==> src/rtl/iir_pkg.sv <==
// iir_pkg: shared constants, state encoding and helpers for the biquad coefficient loader.
package iir_pkg;

  localparam int unsigned COEFFS_PER_STAGE = 5;

  localparam int unsigned IDX_B0 = 0;
  localparam int unsigned IDX_B1 = 1;
  localparam int unsigned IDX_B2 = 2;
  localparam int unsigned IDX_A1 = 3;
  localparam int unsigned IDX_A2 = 4;

  typedef enum logic [1:0] {
    FILL    = 2'd0,
    DISCARD = 2'd1,
    CHECK   = 2'd2,
    PENDING = 2'd3
  } state_e;

  // Q-format representation of 1.0
  function automatic int unsigned unity_val(input int unsigned frac_bits);
    return 32'd1 << frac_bits;
  endfunction

endpackage

==> src/rtl/iir_coeff_stage_check.sv <==
// iir_coeff_stage_check: combinational stability screen of one biquad denominator
// (1 + a1 z^-1 + a2 z^-2), evaluated with two guard bits so no compare can overflow.
module iir_coeff_stage_check
  import iir_pkg::*;
#(
  parameter int unsigned COEFF_WIDTH = 16,
  parameter int unsigned FRAC_BITS   = 14
) (
  input  logic signed [COEFF_WIDTH-1:0] a1,
  input  logic signed [COEFF_WIDTH-1:0] a2,
  output logic                          stable_c
);

  localparam int unsigned CW = COEFF_WIDTH + 2;
  localparam logic signed [CW-1:0] UNITY = CW'(unity_val(FRAC_BITS));

  logic signed [CW-1:0] a1_x;
  logic signed [CW-1:0] a2_x;
  logic signed [CW-1:0] a1_abs;
  logic signed [CW-1:0] a2_abs;

  // Stability triangle: |a2| < 1 and |a1| < 1 + a2
  always_comb begin
    a1_x     = CW'(a1);
    a2_x     = CW'(a2);
    a1_abs   = a1_x[CW-1] ? -a1_x : a1_x;
    a2_abs   = a2_x[CW-1] ? -a2_x : a2_x;
    stable_c = (a2_abs < UNITY) && (a1_abs < (UNITY + a2_x));
  end

endmodule

==> src/rtl/iir_coeff_loader.sv <==
// iir_coeff_loader: assembles serial biquad coefficient sets in a shadow bank and commits
// them to the active bank on a sample boundary. Define IIR_COEFF_STABILITY_CHECK_EN to screen sets.
module iir_coeff_loader
  import iir_pkg::*;
#(
  parameter int unsigned COEFF_WIDTH = 16,
  parameter int unsigned NUM_STAGES  = 2,
  parameter int unsigned FRAC_BITS   = 14
) (
  input  logic                                                clk,
  input  logic                                                rst,
  input  logic signed [COEFF_WIDTH-1:0]                       coeff_in,
  input  logic                                                coeff_valid,
  input  logic                                                coeff_last,
  output logic                                                coeff_ready,
  input  logic                                                sample_strobe,
  output logic [NUM_STAGES*COEFFS_PER_STAGE*COEFF_WIDTH-1:0]  coeff_out,
  output logic                                                coeff_update,
  output logic                                                err_short,
  output logic                                                err_long,
  output logic                                                err_unstable,
  output logic                                                busy
);

  localparam int unsigned NUM_COEFFS = NUM_STAGES * COEFFS_PER_STAGE;
  localparam int unsigned OUT_W      = NUM_COEFFS * COEFF_WIDTH;
  localparam int unsigned CNT_W      = $clog2(NUM_COEFFS);
  localparam logic [COEFF_WIDTH-1:0] UNITY = COEFF_WIDTH'(unity_val(FRAC_BITS));

  state_e                   state_q, state_d;
  logic [CNT_W-1:0]         cnt_q, cnt_d;
  logic [COEFF_WIDTH-1:0]   shadow_q [NUM_COEFFS];
  logic [COEFF_WIDTH-1:0]   shadow_d [NUM_COEFFS];
  logic [OUT_W-1:0]         active_q, active_d;
  logic                     ready_q, ready_d;
  logic                     busy_q, busy_d;
  logic                     update_q, update_d;
  logic                     short_q, short_d;
  logic                     long_q, long_d;
  logic                     unstable_d;
  logic                     accept;
  logic                     stage_ok_c;
  logic [OUT_W-1:0]         shadow_bank;
  logic [OUT_W-1:0]         reset_bank;

  // Flatten shadow bank and build the pass-through reset image
  for (genvar g = 0; g < NUM_COEFFS; g++) begin : g_pack
    assign shadow_bank[g*COEFF_WIDTH +: COEFF_WIDTH] = shadow_q[g];
    assign reset_bank[g*COEFF_WIDTH +: COEFF_WIDTH] =
      ((g % COEFFS_PER_STAGE) == IDX_B0) ? UNITY : '0;
  end

`ifdef IIR_COEFF_STABILITY_CHECK_EN
  logic [CNT_W-1:0] a1_idx;
  logic [CNT_W-1:0] a2_idx;
  logic             unstable_q;

  // In CHECK the counter walks stages, not words
  assign a1_idx = CNT_W'(cnt_q * CNT_W'(COEFFS_PER_STAGE)) + CNT_W'(IDX_A1);
  assign a2_idx = CNT_W'(cnt_q * CNT_W'(COEFFS_PER_STAGE)) + CNT_W'(IDX_A2);

  iir_coeff_stage_check #(
    .COEFF_WIDTH (COEFF_WIDTH),
    .FRAC_BITS   (FRAC_BITS)
  ) u_stage_check (
    .a1       (shadow_q[a1_idx]),
    .a2       (shadow_q[a2_idx]),
    .stable_c (stage_ok_c)
  );

  always_ff @(posedge clk) begin
    if (rst) unstable_q <= 1'b0;
    else     unstable_q <= unstable_d;
  end
  assign err_unstable = unstable_q;
`else
  assign stage_ok_c   = 1'b1;
  assign err_unstable = 1'b0;
`endif

  always_comb begin
    state_d    = state_q;
    cnt_d      = cnt_q;
    shadow_d   = shadow_q;
    active_d   = active_q;
    update_d   = 1'b0;
    short_d    = 1'b0;
    long_d     = 1'b0;
    unstable_d = 1'b0;
    accept     = coeff_valid && ready_q;

    case (state_q)
      FILL: begin
        if (accept) begin
          shadow_d[cnt_q] = coeff_in;
          cnt_d           = cnt_q + CNT_W'(1);
          if (cnt_q == CNT_W'(NUM_COEFFS - 1)) begin
            cnt_d = '0;
            if (coeff_last) begin
`ifdef IIR_COEFF_STABILITY_CHECK_EN
              state_d = CHECK;
`else
              state_d = PENDING;
`endif
            end else begin
              long_d  = 1'b1;
              state_d = DISCARD;
            end
          end else if (coeff_last) begin
            short_d = 1'b1;
            cnt_d   = '0;
          end
        end
      end
      DISCARD: begin
        if (accept && coeff_last) begin
          state_d = FILL;
          cnt_d   = '0;
        end
      end
`ifdef IIR_COEFF_STABILITY_CHECK_EN
      CHECK: begin
        if (!stage_ok_c) begin
          unstable_d = 1'b1;
          state_d    = FILL;
          cnt_d      = '0;
        end else if (cnt_q == CNT_W'(NUM_STAGES - 1)) begin
          state_d = PENDING;
          cnt_d   = '0;
        end else begin
          cnt_d = cnt_q + CNT_W'(1);
        end
      end
`endif
      PENDING: begin
        if (sample_strobe) begin
          active_d = shadow_bank;
          update_d = 1'b1;
          state_d  = FILL;
          cnt_d    = '0;
        end
      end
      default: begin
        state_d = FILL;
        cnt_d   = '0;
      end
    endcase

    ready_d = (state_d == FILL) || (state_d == DISCARD);
    busy_d  = (state_d != FILL);
  end

  always_ff @(posedge clk) begin
    if (rst) begin
      state_q  <= FILL;
      cnt_q    <= '0;
      active_q <= reset_bank;
      ready_q  <= 1'b0;
      busy_q   <= 1'b0;
      update_q <= 1'b0;
      short_q  <= 1'b0;
      long_q   <= 1'b0;
    end else begin
      state_q  <= state_d;
      cnt_q    <= cnt_d;
      active_q <= active_d;
      ready_q  <= ready_d;
      busy_q   <= busy_d;
      update_q <= update_d;
      short_q  <= short_d;
      long_q   <= long_d;
    end
  end

  // Shadow contents are meaningless until a full set lands, so no reset
  always_ff @(posedge clk) begin
    shadow_q <= shadow_d;
  end

  assign coeff_out    = active_q;
  assign coeff_ready  = ready_q;
  assign coeff_update = update_q;
  assign err_short    = short_q;
  assign err_long     = long_q;
  assign busy         = busy_q;

endmodule

==> config.mk <==
export PLATFORM = sky130hd
export DESIGN_NAME = iir_coeff_loader
export DESIGN_NICKNAME = d
export VERILOG_FILES = /design/src/rtl/iir_pkg.sv /design/src/rtl/iir_coeff_stage_check.sv /design/src/rtl/iir_coeff_loader.sv
export SDC_FILE = /design/constraint.sdc
export NUM_CORES = 1
export LEC_CHECK = 0
export ABC_AREA = 1
export CAP_MARGIN = 20
export CORE_ASPECT_RATIO = 1.25
export CORE_UTILIZATION = 47
export CTS_CLUSTER_DIAMETER = 40
export DETAILED_ROUTE_END_ITERATION = 8
export PLACE_DENSITY = 0.75
export SLEW_MARGIN = 20
export SYNTH_ARGS = -nofsm -noshare
export SYNTH_HDL_FRONTEND = slang
export SYNTH_SLANG_ARGS = --single-unit
==> constraint.sdc <==
create_clock -name clk -period 2.25 [get_ports clk]
set_input_delay 0.45 -clock clk [delete_from_list [all_inputs] [get_ports clk]]
set_output_delay 0.45 -clock clk [all_outputs]
set_load 0.01 [all_outputs]
==> results <==
## power groups by stage
stage | Sequential, mW | Clock (mW) | Combinational, mW
floorplan | 6.49 | 0 | 0.0862
global placement | 6.49 | 0 | 0.259
detailed placement | 6.49 | 0 | 0.259
CTS | 6.36 | 5.62 | 0.260
global route | 6.36 | 5.86 | 0.274
finish | 6.36 | 5.56 | 0.258
## worst paths after layout
check,from,end,slack (ns),depth (start not counted)
min reg2reg,coeff_out[134],coeff_out[134],0.46,2
min,rst,coeff_update,0.38,2
max reg2reg,state_q[1],coeff_ready,0.53,8
max,coeff_out[127],coeff_out[127],0.33,1
## metrics by stage
step,cells,total power [mW],TNS (ns),worst slack [ns]
final,1452,12.2,0,0.327
after global routing,1452,12.5,0,0.289
after CTS,1452,12.2,0,0.317
after detailed placement,1390,6.75,0,0.264
after global placement,1390,6.75,0,0.306
after floorplan,950,6.58,-27.97,-0.194
## flip-flops by register name, summed over array words and instances, names as in the netlist
name          count
busy              1
coeff_update      1
cnt_q             4
state_q           2
coeff_ready       1
shadow_bank     160
err_short         1
coeff_out       160
err_long          1
## synthesized netlist by cell type, drive strengths merged
master and n:
a21oi 159, a31oi 2, buf 28, clkbuf 26, conb 1, dfxtp 171
edfxtp 160, ha 4, inv 17, nand2 342, nand3 10, nand4 4
nor2 15, nor3 10, nor4 1
## final cells by class
class	instances	area (um2)	share of cell area, %
multi-input combinational	548	2390	16.6
timing repair buffer	211	2250	15.6
tap	283	354	2.45
sequential	331	8230	57.0
clock inverter	13	115	0.798
inverter	17	66.3	0.460
clock buffer	49	1020	7.09
## cells by family (layout without fill, tap and decap cells)
kind of cell,Yosys count,after routing
fa+ha+maj,4,4
buf+inv,71,290
compound gates,161,161
other cells,1,1
flops,331,331
simple gates,382,382
## routing by layer
layer	GRT usage, %	wire length [um]
met5	0	0
met4	9.67	963
met3	3.49	1460
met1	26.3	10300
met2	37.8	12800
==> impl_metrics.env <==
export IMPL_status="finished, violations left"
export IMPL_violations="DRC"
export IMPL_globalplace_congestion=0.806
export IMPL_drive_above_1_share_pct=7.78
export IMPL_ys_ff_latch=331
export IMPL_synth_fa_ha_area_share_pct=0.459
export IMPL_power_frac_seq_pct=52.2
export IMPL_irDropWorstVdd_v=0.000488
export IMPL_viasPerCell=5.12
export IMPL_rows=61
export IMPL_synth_area_um2=10900
export IMPL_cts_root_buf="clkbuf_16"
export IMPL_grt_max_degree=75
export IMPL_die_w_um=138
export IMPL_overflow=0
export IMPL_fin_nets=1168
export IMPL_min_period_over_period_pct=85.5
export IMPL_p_switching_mw=2.45
export IMPL_path_clk_slew_ns=0.06
export IMPL_utilization_pct=64.1
export IMPL_slowest_delay_ns=0.57
export IMPL_critPathTopFamily="buffers and inverters"
export IMPL_fmaxAchievable_mhz=520
export IMPL_drc_errors=22
export IMPL_criticalPathCategory="reg2out"
export IMPL_cp_cell_sequence="clkdlybuf4s50_1"
export IMPL_holdWs_ns=0.380
export IMPL_cts_resized=0
export IMPL_ios=187
export IMPL_drv_cap=0
export IMPL_placed_cell_area_um2=13300
export IMPL_clkSinkCount=331
export IMPL_cp_num_buf_inv=1
export IMPL_slew_headroom_pct=47.9
export IMPL_drt_initial_drc_count=533
export IMPL_timing_critical_path_fanout_max=2
export IMPL_synthMuxAreaShare_pct=0
export IMPL_track_usage_pct=21.5
export IMPL_hold_buffers=0
export IMPL_wl_per_cell_um=17.6
export IMPL_core_area_um2=22500
export IMPL_syn_to_final_growth_pct=32.4
export IMPL_grt_pass1_wl_um=38600
export IMPL_maxSlewViolCount=0
export IMPL_cts_tree="done"
export IMPL_die_h_um=172
export IMPL_fin_crit_ns=1.92
export IMPL_syn_avg_cell_area_um2=11.5
export IMPL_postRouteAntennaNets=0
export IMPL_endpoint_kind="primary output"
export IMPL_synth_top_cells_by_area="edfxtp_1 44%, dfxtp_1 31%, nand2_1 12%, a21oi_1 7.3%, clkbuf_1 0.90%"
export IMPL_place_hpwl_um=15800
export IMPL_antennaDiodeCount=0
export IMPL_io_buffers=185
export IMPL_synth_top_area_share_pct=44.1
export IMPL_cts_setup_buffers=0
export IMPL_setup_worst_path_start_class="flip-flop"
export IMPL_fill_cells=1686
export IMPL_layout_common_cells="342 x nand2_1, 184 x clkdlybuf4s50_1, 171 x dfxtp_1"
export IMPL_yosysTopAreaCell="edfxtp_1"
export IMPL_yosysSeqAreaShare_pct=75.5
export IMPL_power_density_nw_per_um2=844
export IMPL_power_frac_clock_pct=45.7
export IMPL_skew_ns=0.0108
export IMPL_synth_compound_area_share_pct=7.42
export IMPL_clock_latency_ns=0.50
export IMPL_crit_required_ns=1.80
export IMPL_synth_top_family_by_area="simple AND/OR/NAND/NOR gates"
export IMPL_dr_total_vias=7428
export IMPL_yosys_warnings=0
export IMPL_switching_share_pct=20.1
export IMPL_grt_pass1_vias=7068
export IMPL_syn_inst=950
export IMPL_syn_nets=975
export IMPL_drtPass1Iterations=7
export IMPL_synthSimpleGateAreaFrac_pct=13.5
export IMPL_clockBufferDepth=3
export IMPL_min_path_type="in2reg"
export IMPL_dieArea_um2=23800
export IMPL_p_int_mw=9.73
export IMPL_routed_wl_um=25500
export IMPL_grt_antenna_before_repair=0
export IMPL_cp_slowest_cell="clkdlybuf4s50_1"
export IMPL_pwr_share_comb_pct=2.1
export IMPL_synth_distinct_cells=19
export IMPL_final_common_cell="nand2_1"
export IMPL_rsz0062_at_grt="false"
export IMPL_finalHoldViolCount=0
export IMPL_cts_buffers=34
export IMPL_initial_core_util_pct=48.4
export IMPL_fin_area_um2=14400
export IMPL_finalSetupViolations=0
export IMPL_crit_arrival_ns=1.47
export IMPL_yosys_area_share_xor_xnor_pct=0
export IMPL_leakagePower_nw=4.76
export IMPL_htreeDepth=2
export IMPL_tightestPinTransition_ns=0.779
Power figures use the tool's default switching activity.
